File: src/rtl/code_loader.sv
// Byte-stream code loader: length byte, then big-endian 16-bit words written to code memory.
// Define CODE_LOADER_CHECKSUM_EN to require a trailing XOR checksum byte before completion.
module code_loader #(
  parameter int MAX_WORDS = 64
) (
  input  logic        clock,
  input  logic        reset,
  input  logic        start,
  input  logic        abort,
  input  logic [7:0]  byte_in,
  input  logic        byte_valid,
  output logic        byte_ready,
  output logic        cm_we,
  output logic [5:0]  cm_addr,
  output logic [15:0] cm_data,
  output logic        cpu_halt,
  output logic        busy,
  output logic        done,
  output logic        error
);

`ifdef CODE_LOADER_CHECKSUM_EN
  typedef enum logic [2:0] {IDLE, LEN, HI, LO, WRITE, CHK, DONE, ERR} state_t;
`else
  typedef enum logic [2:0] {IDLE, LEN, HI, LO, WRITE, DONE, ERR} state_t;
`endif

  localparam logic [7:0] MAX_LEN = 8'(MAX_WORDS);

  state_t      state, nxt;
  logic [7:0]  len;
  logic [5:0]  idx;
  logic        we_q;
  logic        acc;
  logic        last;
  logic        idle_like;
`ifdef CODE_LOADER_CHECKSUM_EN
  logic [7:0]  csum;
`endif

  assign acc       = byte_valid & byte_ready;
  assign last      = ({2'b00, idx} == len - 8'd1);
  assign idle_like = (state == IDLE) || (state == DONE) || (state == ERR);
  // Write strobe is gated by abort so a WRITE cycle that coincides with abort is dropped.
  assign cm_we     = we_q & ~abort;
  assign cm_addr   = idx;

  function automatic logic is_rx(input state_t s);
`ifdef CODE_LOADER_CHECKSUM_EN
    return (s == LEN) || (s == HI) || (s == LO) || (s == CHK);
`else
    return (s == LEN) || (s == HI) || (s == LO);
`endif
  endfunction

  function automatic logic is_busy(input state_t s);
    return is_rx(s) || (s == WRITE);
  endfunction

  always_comb begin
    nxt = state;
    case (state)
      IDLE, DONE, ERR: begin
        if (start)              nxt = LEN;
        else if (state == DONE) nxt = IDLE;
      end
      LEN: begin
        if (abort)    nxt = ERR;
        else if (acc) nxt = (byte_in == 8'd0 || byte_in > MAX_LEN) ? ERR : HI;
      end
      HI: begin
        if (abort)    nxt = ERR;
        else if (acc) nxt = LO;
      end
      LO: begin
        if (abort)    nxt = ERR;
        else if (acc) nxt = WRITE;
      end
      WRITE: begin
        if (abort)     nxt = ERR;
        else if (!last) nxt = HI;
`ifdef CODE_LOADER_CHECKSUM_EN
        else           nxt = CHK;
`else
        else           nxt = DONE;
`endif
      end
`ifdef CODE_LOADER_CHECKSUM_EN
      CHK: begin
        if (abort)    nxt = ERR;
        else if (acc) nxt = (byte_in == csum) ? DONE : ERR;
      end
`endif
      default: nxt = IDLE;
    endcase
  end

  // Status outputs are registered from the next state so they line up with the state register.
  always_ff @(posedge clock or posedge reset) begin
    if (reset) begin
      state      <= IDLE;
      byte_ready <= 1'b0;
      we_q       <= 1'b0;
      cpu_halt   <= 1'b0;
      busy       <= 1'b0;
      done       <= 1'b0;
      error      <= 1'b0;
      len        <= 8'd0;
      idx        <= 6'd0;
      cm_data    <= 16'd0;
`ifdef CODE_LOADER_CHECKSUM_EN
      csum       <= 8'd0;
`endif
    end else begin
      state      <= nxt;
      byte_ready <= is_rx(nxt);
      we_q       <= (nxt == WRITE);
      cpu_halt   <= is_busy(nxt);
      busy       <= is_busy(nxt);
      done       <= (nxt == DONE);
      error      <= (nxt == ERR);
      if (idle_like && start) begin
        idx <= 6'd0;
        len <= 8'd0;
`ifdef CODE_LOADER_CHECKSUM_EN
        csum <= 8'd0;
`endif
      end
      if (!abort) begin
        case (state)
          LEN: if (acc) len <= byte_in;
          HI: if (acc) begin
            cm_data[15:8] <= byte_in;
`ifdef CODE_LOADER_CHECKSUM_EN
            csum <= csum ^ byte_in;
`endif
          end
          LO: if (acc) begin
            cm_data[7:0] <= byte_in;
`ifdef CODE_LOADER_CHECKSUM_EN
            csum <= csum ^ byte_in;
`endif
          end
          // Index stops at the last word so a 64-word load never wraps the 6-bit address.
          WRITE: if (!last) idx <= idx + 6'd1;
          default: ;
        endcase
      end
    end
  end

endmodule

File: config.mk
export PLATFORM = sky130hd
export DESIGN_NAME = code_loader
export DESIGN_NICKNAME = d
export VERILOG_FILES = /design/src/rtl/code_loader.sv
export SDC_FILE = /design/constraint.sdc
export NUM_CORES = 1
export LEC_CHECK = 0
export ABC_CLOCK_PERIOD_IN_PS = 2950
export BUFFER_PORTS_ARGS = -buffer_cell sky130_fd_sc_hd__buf_4
export CORE_ASPECT_RATIO = 1.4
export CORE_UTILIZATION = 40
export CTS_CLUSTER_DIAMETER = 100
export CTS_CLUSTER_SIZE = 16
export DETAILED_ROUTE_END_ITERATION = 10
export GPL_ROUTABILITY_DRIVEN = 0
export SLEW_MARGIN = 25
export SYNTH_ARGS = -nofsm -noshare
export SYNTH_HDL_FRONTEND = slang
export SYNTH_SLANG_ARGS = --single-unit
File: constraint.sdc
create_clock -name clock -period 2.95 [get_ports clock]
set_input_delay 0.59 -clock clock [delete_from_list [all_inputs] [get_ports clock]]
set_output_delay 0.59 -clock clock [all_outputs]
set_load 0.01 [all_outputs]
Yosys cells after proc, flatten, opt, wreduce, memory -nomap -nowiden
Cells that the tools add are included.

operators by class
  bitwise gates (word level) = 3
  mux-type cells = 20
  equal/unequal tests = 13
  magnitude comparators = 1
  reductions and logical operators = 12
  add/subtract/negate cells = 2

operators with widths
  cell                   number
  $mux W3                11
  $mux W8                4
  $mux W6                4
  $eq A3 B3 Y1 const B   6
  $pmux W3 S5            1
  $eq A3 B2 Y1 const B   4
  $eq A6 B8 Y1           1
  $gt A8 B7 Y1 const B   1
  $logic_not A8 Y1       1
  $sub A8 B1 Y8 const B  1
  $add A6 B1 Y6 const B  1
  $eq A3 B1 Y1 const B   2
  $logic_or A1 B1 Y1     6
  $reduce_and A3 Y1      2
  $logic_not A3 Y1       1
  $reduce_or A3 Y1       1
  $and A1 B1 Y1          2
  $logic_and A1 B1 Y1    1
  $not A1 Y1             1

storage, ports and cells
  word-level logic and storage cells = 61
  register bits after elaboration = 38
  output and inout port bits = 28
  input bits = 13

Longest topological paths before layout
  word-level depth = 10
  mapped depth = 8
  depth with buffers taken out = 8

Least setup slack after synthesis
OpenSTA, ideal clock, no wires.

  kind = input to register
  from = in byte_in[0]
  to = reg cm_data[0]
  buffers on the path = 0
  setup slack = 0.546 ns
  data arrival time = 2.280 ns
  library setup time = 0.125 ns
  stages = 6
  cells stage by stage = or4_1 -> o31a_1 -> o31ai_1 -> nand3_1 -> nand2_2 -> mux2_2

RTL lines
  item                    RTL line  source
  start: declaration      10        input logic [7:0] byte_in,
  end signal: assignment  139       cm_data[7:0] <= byte_in;
  end: declaration        15        output logic [15:0] cm_data,

Worst setup path after layout
  from = reg len[2]
  to = reg busy

on the way
  cells in the longest elaborated chain, start to end = 9
  elaborated cells between the ends (all ways) = 12

RTL lines
  item                                                 RTL line  source
  start: declaration                                   31        logic [7:0] len;
  start signal: assignment                             131       LEN: if (acc) len <= byte_in;
  $sub A8 B1 Y8 *                                      42        assign last = ({2'b00, idx} == len - 8'd1);
  $eq A6 B8 Y1 *                                       42
  $mux W3 *                                            81        else if (!last) nxt = HI;
  $mux W3 *                                            80        if (abort) nxt = ERR;
  $pmux W3 S5 *                                        62        case (state)
  named net nxt[2]                                     30        state_t state, nxt;
  $eq A3 B1 Y1 / $eq A3 B2 Y1 (equally long branches)  52        return (s == LEN) || (s == HI) || (s == LO);
  $logic_or A1 B1 Y1 (2 in series)                     52
  $logic_or A1 B1 Y1 *                                 57        return is_rx(s) || (s == WRITE);
  end signal: assignment                               119       busy <= is_busy(nxt);
  end: declaration                                     17        output logic busy,

Mark *: on every way through the listed nets, which the timed path passes. The rest lies on a longest branch.
A chain may end at the register's enable or synchronous reset.

==> metrics.txt <==
RSZ-0062 raised after global routing false; period utilization just over 80%; Avg Cell Area, Syn 9.85 µm²; Synth Instances 216; Post-Place Cells 309; status completed; max-slew violation count 0; # setup viols final 0; length of routed met2 wiring 2420 µm; ys async rst share 100%; # clock sinks 38; post-layout util 50.4%; Setup crit end kind register; Synth Flop Type dfrtp_1; Pwr Total 2770 µW; Critical Path RT ~3.1 ns; final wirelength 4800 µm; DP Wirelength around 3400 µm; Vias/cell roughly 5.3; Initial Util 41.3%; row count 31; CTS clk-pin slew, worst paths ~0.080 ns; initial detailed-routing violation count 91; number of synthesized flops with an enable pin 0; final hold violation count 0; Syn-to-layout area delta 22.2%; port bufs 40; Layout Skew 0.0109 ns; max-cap viol count 0; pre-CTS setup slack 0.256 ns; fill cell count approximately 490; Synth top cells by count dfrtp_1 (38), nand2_1 (33), mux2_2 (16); drt pass-1 iters 4; Resized cells post-CTS 0; Yosys warning count 0; # Post-CTS Setup Buffers 0; Multi-input gate area between 1000 and 1500 µm²; cell taking the most area after synthesis dfrtp_1; cell with the most instances after synthesis dfrtp_1; CP max FO 10; via count 1690; DIE AREA 5620 µm²; Yosys top cell area share between 40% and 50%; DR WL met3 163 µm; CTS H-tree lvls 2; DRC violations left 0; Die X 63.7 µm; number of antenna diodes 0; Cell variety after synth 51; CTS tree built; final worst setup slack 0.567 ns; number of antenna-violating nets in the routed design 0; Seq/Total Area, Yosys 44.7%; core area 5160 µm²; I/O pins a little over 40; Leak 0.00125 µW; Max IR drop VDD ~0.6 mV; worst skew pair latency approximately 0.30 ns; top post-synthesis cells by area dfrtp_1 (45%), mux2_2 (8.5%), nand2_1 (5.8%); flops & latches, synth 38; Critical Path Start Type register; initial antenna violation count 0; Power Density 1070 nW/µm²; routed len/inst 15.1 µm; Worst Path Class, Setup register to register; RR Startpoint len[2]; crit path from len[2]; worst-margin pin slew 0.578 ns; fraction of layout cells with a size suffix above 1 29.1%; largest net degree at the start of global routing 39; GRT Util Overall between 10% and 20%; Peak Freq 0.420 GHz; die height a little under 90 µm; Final min period around 2.4 ns; Slew headroom 61.5%; Syn Std Cell Area 2130 µm²; syn nets around 230; hold buffer count at cts 0; setup_tns 0 ns; Final #Nets approximately 270; FF+latch area between 900 and 1000 µm²; HP Class input port to async pin; vias in the first global route 1712; first-pass GRT wire length 8160 µm; M1 WL 2130 µm; Post-Layout Cell Count between 300 and 400; Worst EP arrival 2.55 ns; maximum clock insertion buffer count 2; remaining global-route overflow 0; DR top layer met4; CTS Buf Count 5; Clock Tree Root clkbuf_8
cell usage in the layout (no fill, tap or decap), types with 2 or more instances in the layout:
cell,n
a21o_1,2
a21oi_1,5
a31oi_1,2
and3_1,3
buf_4,41
bufinv_16,2
clkbuf_8,5
dfrtp_1,38
ha_1,2
inv_1,8
mux2_2,16
mux2i_1,6
nand2_1,33
nand2b_1,3
nand3_1,9
nand4_1,4
nor2_1,8
nor2b_1,4
nor3_1,4
nor4_1,2
nor4b_1,4
o21ai_0,7
o31ai_1,4
or3_1,2
or4_4,2
xnor2_1,3
xor2_1,6
path summary, 6_finish.rpt:
| path | to | slack [ns] | depth (start not counted) |
|---|---|---|---|
| worst min-delay path | state[1] | 0.40 | 3 |
| worst max register to register | busy | 0.57 | 6 |
| worst min register to register | cm_data[14] | 0.52 | 1 |
| worst max-delay path | busy | 0.57 | 6 |
| max in group asynchronous | we_q | 2.21 | 3 |
| min in group clock | cm_data[14] | 0.52 | 1 |
critical path: stages, from the launching register on:
cell      delay [ns]
dfrtp_1         0.47
or4_4           0.55
or4_4           0.43
nand3_2         0.12
nand4_4         0.21
a221oi_4        0.37
o21ai_2         0.10
per-stage QoR:
stage,instance area [µm²],hold slack (ns)
after floorplan,2130,0.511
after global placement,2460,0.491
after detailed placement,2460,0.496
after CTS,2600,0.418
after global routing,2600,0.469
final,2600,0.401
kinds of logic (layout without fill, tap and decap cells):
| group | count (synthesis) | after routing | synth area share [%] |
|---|---|---|---|
| simple gates | 88 | 88 | 22.6 |
| flops | 38 | 38 | 44.7 |
| compound gates | 35 | 35 | 12.5 |
| mux | 22 | 22 | 11.3 |
| buf+inv | 22 | 57 | 4.06 |
| xor+xnor | 9 | 9 | 3.70 |
| fa+ha+maj | 2 | 2 | 1.18 |
registers in the layout (all words and copies together) (netlist names):
signal / count
cm_data: 16
len: 8
cm_addr: 6
state: 3
busy: 1
byte_ready: 1
done: 1
error: 1
we_q: 1
power breakdown:
group          total [µW]  leakage [µW]  internal (µW)  switching (µW)
clock                 531     0.0000683            339             193
sequential            976      0.000487            722             254
combinational        1260      0.000691            668             595
routing by layer:
metal | track usage (%) | up-vias
li1 | - | 839
met1 | 23.2 | 805
met2 | 33.5 | 40
met3 | 3.35 | 6
met4 | 8.68 | 0
met5 | 0 | -
layout make-up:
type | count | area share (%)
Clock buffer | 5 | 2.65
Clock inverter | 3 | 2.65
Inverter | 8 | 1.15
Multi-Input combinational cell | 156 | 42.0
Sequential cell | 38 | 36.6
Tap cell | 66 | 3.18
Timing Repair Buffer | 41 | 11.8
Power figures use the tool's default switching activity.
